### src/rtl/uart_pkg.sv
// Shared UART types and constants.
// Used by the receiver now and the transmitter later.
package uart_pkg;

  localparam int DATA_BITS = 8;

  typedef enum logic [2:0] {
    IDLE,
    START,
    DATA,
    STOP,
    RECOVER
  } rx_state_t;

endpackage

### src/rtl/uart_baud_timer.sv
// Loadable down-counter for bit timing.
// Ticks while at zero; reload with a full or half bit period.
module uart_baud_timer #(
  parameter int WAIT = 868
) (
  input  logic i_clk,
  input  logic i_rst,
  input  logic i_load_full,
  input  logic i_load_half,
  output logic o_tick
);

  localparam int CW = $clog2(WAIT);
  localparam logic [CW-1:0] FULL = CW'(WAIT - 1);
  localparam logic [CW-1:0] HALF = CW'(WAIT / 2 - 1);

  logic [CW-1:0] r_cnt;

  always_ff @(posedge i_clk or posedge i_rst) begin
    if (i_rst) begin
      r_cnt <= '0;
    end else if (i_load_full) begin
      r_cnt <= FULL;
    end else if (i_load_half) begin
      r_cnt <= HALF;
    end else if (r_cnt != '0) begin
      r_cnt <= r_cnt - CW'(1);
    end
  end

  assign o_tick = (r_cnt == '0);

endmodule

### src/rtl/uart_receiver.sv
// 8N1 UART receive stage with a one-byte holding register
// and valid/ready handoff to the core.
module uart_receiver
  import uart_pkg::*;
#(
  parameter int WAIT = 868
) (
  input  logic                 clk,
  input  logic                 reset,
  input  logic                 uart_rx,
  output logic [DATA_BITS-1:0] rx_data,
  output logic                 rx_valid,
  input  logic                 rx_ready,
  output logic                 rx_frame_err,
  output logic                 rx_overrun
);

  rx_state_t            r_state;
  rx_state_t            w_next;
  logic [2:0]           r_bit;
  logic [DATA_BITS-1:0] r_shift;
  logic [DATA_BITS-1:0] r_data;
  logic                 r_valid;
  logic                 r_frame_err;
  logic                 r_overrun;

  logic w_tick;
  logic w_load_full;
  logic w_load_half;
  logic w_shift;
  logic w_stop;
  logic w_accept;

  uart_baud_timer #(
    .WAIT(WAIT)
  ) u_timer (
    .i_clk      (clk),
    .i_rst      (reset),
    .i_load_full(w_load_full),
    .i_load_half(w_load_half),
    .o_tick     (w_tick)
  );

  always_ff @(posedge clk or posedge reset) begin
    if (reset) r_state <= IDLE;
    else       r_state <= w_next;
  end

  always_comb begin
    w_next      = r_state;
    w_load_full = 1'b0;
    w_load_half = 1'b0;
    w_shift     = 1'b0;
    w_stop      = 1'b0;
    unique case (r_state)
      IDLE: begin
        if (!uart_rx) begin
          w_next      = START;
          w_load_half = 1'b1;
        end
      end
      START: begin
        if (w_tick) begin
          if (!uart_rx) begin
            w_next      = DATA;
            w_load_full = 1'b1;
          end else begin
            w_next = IDLE;
          end
        end
      end
      DATA: begin
        if (w_tick) begin
          w_shift     = 1'b1;
          w_load_full = 1'b1;
          if (r_bit == 3'(DATA_BITS - 1)) w_next = STOP;
        end
      end
      STOP: begin
        if (w_tick) begin
          w_stop = 1'b1;
          w_next = uart_rx ? IDLE : RECOVER;
        end
      end
      RECOVER: begin
        if (uart_rx) w_next = IDLE;
      end
      default: w_next = IDLE;
    endcase
  end

  // A pop in the stop-sample cycle frees the slot for the new byte.
  assign w_accept = w_stop && uart_rx && (!r_valid || rx_ready);

  always_ff @(posedge clk or posedge reset) begin
    if (reset) begin
      r_bit       <= '0;
      r_shift     <= '0;
      r_data      <= '0;
      r_valid     <= 1'b0;
      r_frame_err <= 1'b0;
      r_overrun   <= 1'b0;
    end else begin
      if (w_load_half) r_bit <= '0;
      else if (w_shift) r_bit <= r_bit + 3'd1;
      if (w_shift) r_shift <= {uart_rx, r_shift[DATA_BITS-1:1]};
      r_frame_err <= w_stop && !uart_rx;
      r_overrun   <= w_stop && uart_rx && r_valid && !rx_ready;
      if (w_accept) begin
        r_data  <= r_shift;
        r_valid <= 1'b1;
      end else if (r_valid && rx_ready) begin
        r_valid <= 1'b0;
      end
    end
  end

  assign rx_data      = r_data;
  assign rx_valid     = r_valid;
  assign rx_frame_err = r_frame_err;
  assign rx_overrun   = r_overrun;

endmodule

### config.mk
export PLATFORM = sky130hd
export DESIGN_NAME = uart_receiver
export DESIGN_NICKNAME = d
export VERILOG_FILES = /design/src/rtl/uart_pkg.sv /design/src/rtl/uart_baud_timer.sv /design/src/rtl/uart_receiver.sv
export SDC_FILE = /design/constraint.sdc
export NUM_CORES = 1
export LEC_CHECK = 0
export CORE_MARGIN = 2
export CORE_UTILIZATION = 60
export DETAILED_ROUTE_END_ITERATION = 8
export DONT_BUFFER_PORTS = 1
export PLACE_DENSITY_LB_ADDON = 0.1
export SLEW_MARGIN = 20
export SYNTH_ARGS = -nofsm -noshare
export SYNTH_HDL_FRONTEND = slang
export SYNTH_SLANG_ARGS = --single-unit
### constraint.sdc
create_clock -name clk -period 3 [get_ports clk]
set_input_delay 0.9 -clock clk [delete_from_list [all_inputs] [get_ports clk]]
set_output_delay 0.9 -clock clk [all_outputs]
set_load 0.02 [all_outputs]
-- Word-level counts from Yosys, hierarchy flattened
Cells that the tools add are included.
Widths: inputs -> output; s select.
- add/sub/neg operators: 2
- equality and inequality tests: 11
- muxes and demuxes: 23
- reduce and logical (&&, ||, !) cells: 17
- operator list (operator ; count):
    $mux 10 ; 3
    $mux 3 ; 9
    $pmux 3 s5 ; 1
    $logic_not 10->1 ; 1
    $reduce_bool 10->1 ; 1
    $sub 10x1->10 const B ; 1
    $mux 1 ; 8
    $eq 3x2->1 const B ; 2
    $eq 3x3->1 const B ; 2
    $logic_and 1x1->1 ; 6
    $ne 2x1->1 const B ; 3
    $ne 2x2->1 const B ; 3
    $reduce_and 6->1 ; 1
    $reduce_bool 2->1 ; 2
    $add 3x1->3 const B ; 1
    $eq 3x1->1 const B ; 1
    $logic_not 1->1 ; 3
    $logic_not 3->1 ; 1
    $reduce_bool 3->1 ; 1
    $mux 2 ; 1
    $pmux 1 s2 ; 1
    $logic_or 1x1->1 ; 1
- flip-flop bits (word level): 35
- input bits: 4
- output and inout bits: 11
- word-level logic and storage cells: 61

-- Longest topological paths before layout
- depth in word-level cells: 6
- gate-level depth with buffers: 8
- depth with buffers taken out: 6

-- Modules after synthesis
Synthesis repeated with hierarchy kept, for this count alone.
- cells, all modules: 142
- area, all modules: 1659.1 sq um
- by module, submodules not included (module ; times used ; cells each ; area an instance (sq um) ; sequential area each (sq um)):
    uart_receiver ; 1 ; 75 ; 1051.0 ; 625.6
    uart_baud_timer ; 1 ; 67 ; 608.1 ; 250.2

-- Worst setup path after synthesis
No wires, ideal clock.
- path type: register to register
- start: reg u_timer.r_cnt[0]
- end: reg r_data[0] (netlist: rx_data[0])
- library setup time: 0.125 ns
- arrival time: 2.425 ns
- data required time: 2.875 ns
- slack: 0.450 ns
- cell stages (with the launch flop): 9
- path buffers: 2
- clock period less this slack: 2.550 ns
- cell sequence: dfrtp_1 > inv_1 > ha_1 > or4b_1 > clkbuf_2 > or3_4 > or3b_1 > buf_6 > mux2_4
- cells in the longest elaborated chain, start to end: 5
- RTL lines (what ; line ; RTL):
    start: declaration ; uart_baud_timer.sv:17 ; logic [CW-1:0] r_cnt;
    start signal: assignment ; uart_baud_timer.sv:27 ; r_cnt <= r_cnt - CW'(1);
    $logic_not 10->1 ; uart_baud_timer.sv:31 ; assign o_tick = (r_cnt == '0);
    $mux 1 ; uart_receiver.sv:80 ; if (w_tick) begin
    $mux 1 ; uart_receiver.sv:55 ; unique case (r_state)
    $logic_and 1x1->1 (2 in a row) ; uart_receiver.sv:93 ; assign w_accept = w_stop && uart_rx && (!r_valid || rx_ready);
    end signal: assignment ; uart_receiver.sv:110 ; r_data <= r_shift;
    end: declaration ; uart_receiver.sv:22 ; logic [DATA_BITS-1:0] r_data;
No other way between the ends.
A chain may end at the register's enable or synchronous reset.

-- Worst setup path after layout
- start: reg u_timer.r_cnt[0]
- end: reg r_data[2] (netlist: rx_data[2])
The elaborated chain is that of the path after synthesis.

==> impl_metrics.json <==
{
  "status": "finished clean",
  "io_buffers": 0,
  "timing.critical_path.cells": "inv_1, ha_1, or4b_1, or3_4, or3b_1, mux2_4",
  "total_die_area_um2": 3150,
  "routed-wl-met2_um": 1450,
  "clock_insertion_delay_worst_skew_ps": 340,
  "timing.clock.skew_ps": 10.1,
  "placeableCoreArea_um2": 2520,
  "power_w": 0.00121,
  "cts.htree.levels": 2,
  "grt_max_degree": 36,
  "cp-start-kind": "register",
  "antenna-diode-count": 0,
  "fin_ws_ps": 272,
  "max_fanout_on_critical_path": 8,
  "initial_core_util": 0.645,
  "slew_headroom": 0.657,
  "cts_made_buffers": 5,
  "final_antenna_net_count": 0,
  "worstPathRequired_ps": 3240,
  "first_global_vias": 1085,
  "final_net_count": 154,
  "rsz_0062_raised_after_global_routing": "no",
  "ctsLongestPathBuffers": 2,
  "critical_path_arrival_ps": 2960,
  "finalCritPeriodShare": 0.909,
  "critical-path-max-stage-delay_ps": 620,
  "synth.yosys.seq_area_share": 0.538,
  "number_of_standard_cell_rows_in_the_floorplan": 18,
  "synth_enable_flop_cells": 0,
  "drt_iter0_drc": 55,
  "asyncSetResetFlopFracSynth": 1.00,
  "cts_num_sinks": 35,
  "synth_area_leaders": "sky130_fd_sc_hd__dfrtp_1, sky130_fd_sc_hd__mux2_4, sky130_fd_sc_hd__mux2_2",
  "track_usage": 0.222,
  "yosysTopAreaCellShare": 0.538,
  "drt-total-wl_um": 3070,
  "syn_area_per_cell_um2": 11.5,
  "final_cells": 178,
  "power.leakage_nw": 0.829,
  "dr_total_vias": 1098,
  "cts.repair.resized": 0,
  "critical_path.n_buffers_inverters": 1,
  "min_path_type": "register to register",
  "clk_root_buffer_cell": "sky130_fd_sc_hd__clkbuf_4",
  "netlist_area_um2": 1630,
  "cell_area_after_placement_um2": 1680,
  "dr_wl_met3_um": 184,
  "antenna_found_initial": 0,
  "wl_per_cell_um": 17.2,
  "cts.clk_slew.worst_paths_ps": 100,
  "critPathTopFamily": "simple AND/OR/NAND/NOR gates",
  "cp-end-kind": "register",
  "netlist_instances": 142,
  "grt_first_pass_wirelength_um": 5320,
  "max_freq_ghz": 0.367,
  "final.setup.tns_ps": 0,
  "drt_first_pass_iters": 4,
  "finalInstanceArea_um2": 1780,
  "synth_warnings": 0,
  "postSynthRegisterBits": 35,
  "finalHoldViolations": 0,
  "synthDistinctLibCells": 40,
  "ys_dominant_reg_cell": "sky130_fd_sc_hd__dfrtp_1",
  "worst-setup-path-type": "register to register",
  "setup_violations": 0,
  "grt_remaining_overflow": 0,
  "cts_hold_buffers": 0,
  "dp_worst_setup_slack_ps": 281,
  "dp.cells": 170,
  "layout-drive-gt1-share": 0.236,
  "ir_drop_worst_case_vdd_mv": 0.785,
  "detail_route.drc_violations": 0,
  "dp.final_hpwl_um": 2070,
  "pwr_density_cell_nw_per_um2": 683,
  "area.growth.synth_to_final_pct": 9.22,
  "worstMarginPinSlew_ps": 514,
  "avg_vias_per_cell": 6.17,
  "max_cap_violations": 0,
  "ioPinCount": 15,
  "critical_path.slowest_cell": "sky130_fd_sc_hd__or3b_1",
  "drt-met1-wl_um": 1400,
  "slew_viol_final": 0,
  "tritoncts_clock_tree": "done",
  "finalWorstPathRequiredPeriod_ps": 2730,
  "cts_post_setup_buffers_inserted": 0,
  "uppermost_layer_routed": "met4",
  "die_w_um": 56.1,
  "synth_area_leader_cell": "sky130_fd_sc_hd__dfrtp_1",
  "finalWeightedCongestion": 0.789,
  "net_count_synth": 149,
  "reg2reg_setup_slack_ps": 270,
  "vert_die_dim_um": 56.1
}
Yosys cell counts (2+ instances only):
cell / instances
sky130_fd_sc_hd__dfrtp_1: 35
sky130_fd_sc_hd__nand2_1: 11
sky130_fd_sc_hd__nor2_1: 11
sky130_fd_sc_hd__mux2_2: 9
sky130_fd_sc_hd__mux2_4: 8
sky130_fd_sc_hd__o21ai_0: 8
sky130_fd_sc_hd__nor3_1: 7
sky130_fd_sc_hd__a21oi_1: 6
sky130_fd_sc_hd__clkbuf_1: 5
sky130_fd_sc_hd__ha_1: 3
sky130_fd_sc_hd__inv_1: 3
sky130_fd_sc_hd__nor4_1: 3
sky130_fd_sc_hd__mux2i_1: 2
sky130_fd_sc_hd__nand2b_1: 2
sky130_fd_sc_hd__nand3_1: 2
sky130_fd_sc_hd__o31ai_1: 2
sky130_fd_sc_hd__or3b_2: 2
cell type report:
type / count / area [µm²]
clock buffer: 6 / 41.3
clock inverter: 2 / 60.1
fill: 187 / 744
inverter: 3 / 11.3
multi-input combinational: 96 / 707
sequential: 35 / 876
tap: 30 / 37.5
timing repair buffer: 6 / 45.0
report_power, final:
group	switching, W	total [W]	internal (W)
logic	0.0000949	0.000187	0.0000922
clock network	0.000156	0.000416	0.000260
registers	0.0000796	0.000611	0.000532
kinds of logic (layout without fill, tap and decap cells):
kind of cell,Yosys count,in the layout,share of synthesized area
multiplexers,19,19,0.148
XOR/XNOR,1,1,0.00538
adder cells (fa/ha/maj),3,3,0.0231
buffers and inverters,11,17,0.0315
AND/OR/NAND/NOR,50,50,0.168
AO/OA/AOI/OAI,23,23,0.0861
flip-flops,35,35,0.538
registers in the layout, summed over array words and instances (netlist names):
name,count
r_shift,8
rx_overrun,1
u_timer.r_cnt,10
rx_valid,1
rx_frame_err,1
r_state,3
r_bit,3
rx_data,8
cell usage in the layout, fill, tap and decap left out, drive strengths merged, types with 2 or more instances in the layout:
cell type / n
nand2b: 2
bufinv: 2
nor2: 11
or4: 2
or3b: 3
o21ai: 8
nand3: 2
inv: 3
nand2: 11
ha: 3
or3: 2
nor4: 3
o31ai: 2
a21oi: 6
dfrtp: 35
mux2i: 2
clkbuf: 6
mux2: 17
nor3: 7
buf: 6
stage by stage:
stage | hold slack (ps) | util
floorplan | 455 | -
global placement | 473 | 0.665
detailed placement | 486 | 0.665
CTS | 499 | 0.705
global route | 506 | 0.705
finish | 498 | 0.705
metal layers:
layer  vias to the layer above  GRT usage
met5                         -          0
met4                         0     0.0408
met3                         2     0.0814
met2                        37      0.343
met1                       535      0.305
li1                        524          -
worst paths after layout:
path                                  startpoint                to  depth (start not counted)
worst max-delay path            u_timer.r_cnt[0]        rx_data[2]                          6
max in group asynchronous                  reset  u_timer.r_cnt[5]                          2
worst min-delay path                    r_bit[0]          r_bit[0]                          1
worst max register to register  u_timer.r_cnt[0]        rx_data[2]                          6
min in group asynchronous                  reset        rx_data[6]                          2
worst min register to register          r_bit[0]          r_bit[0]                          1
Note: power is estimated with default switching activity, not from simulation.
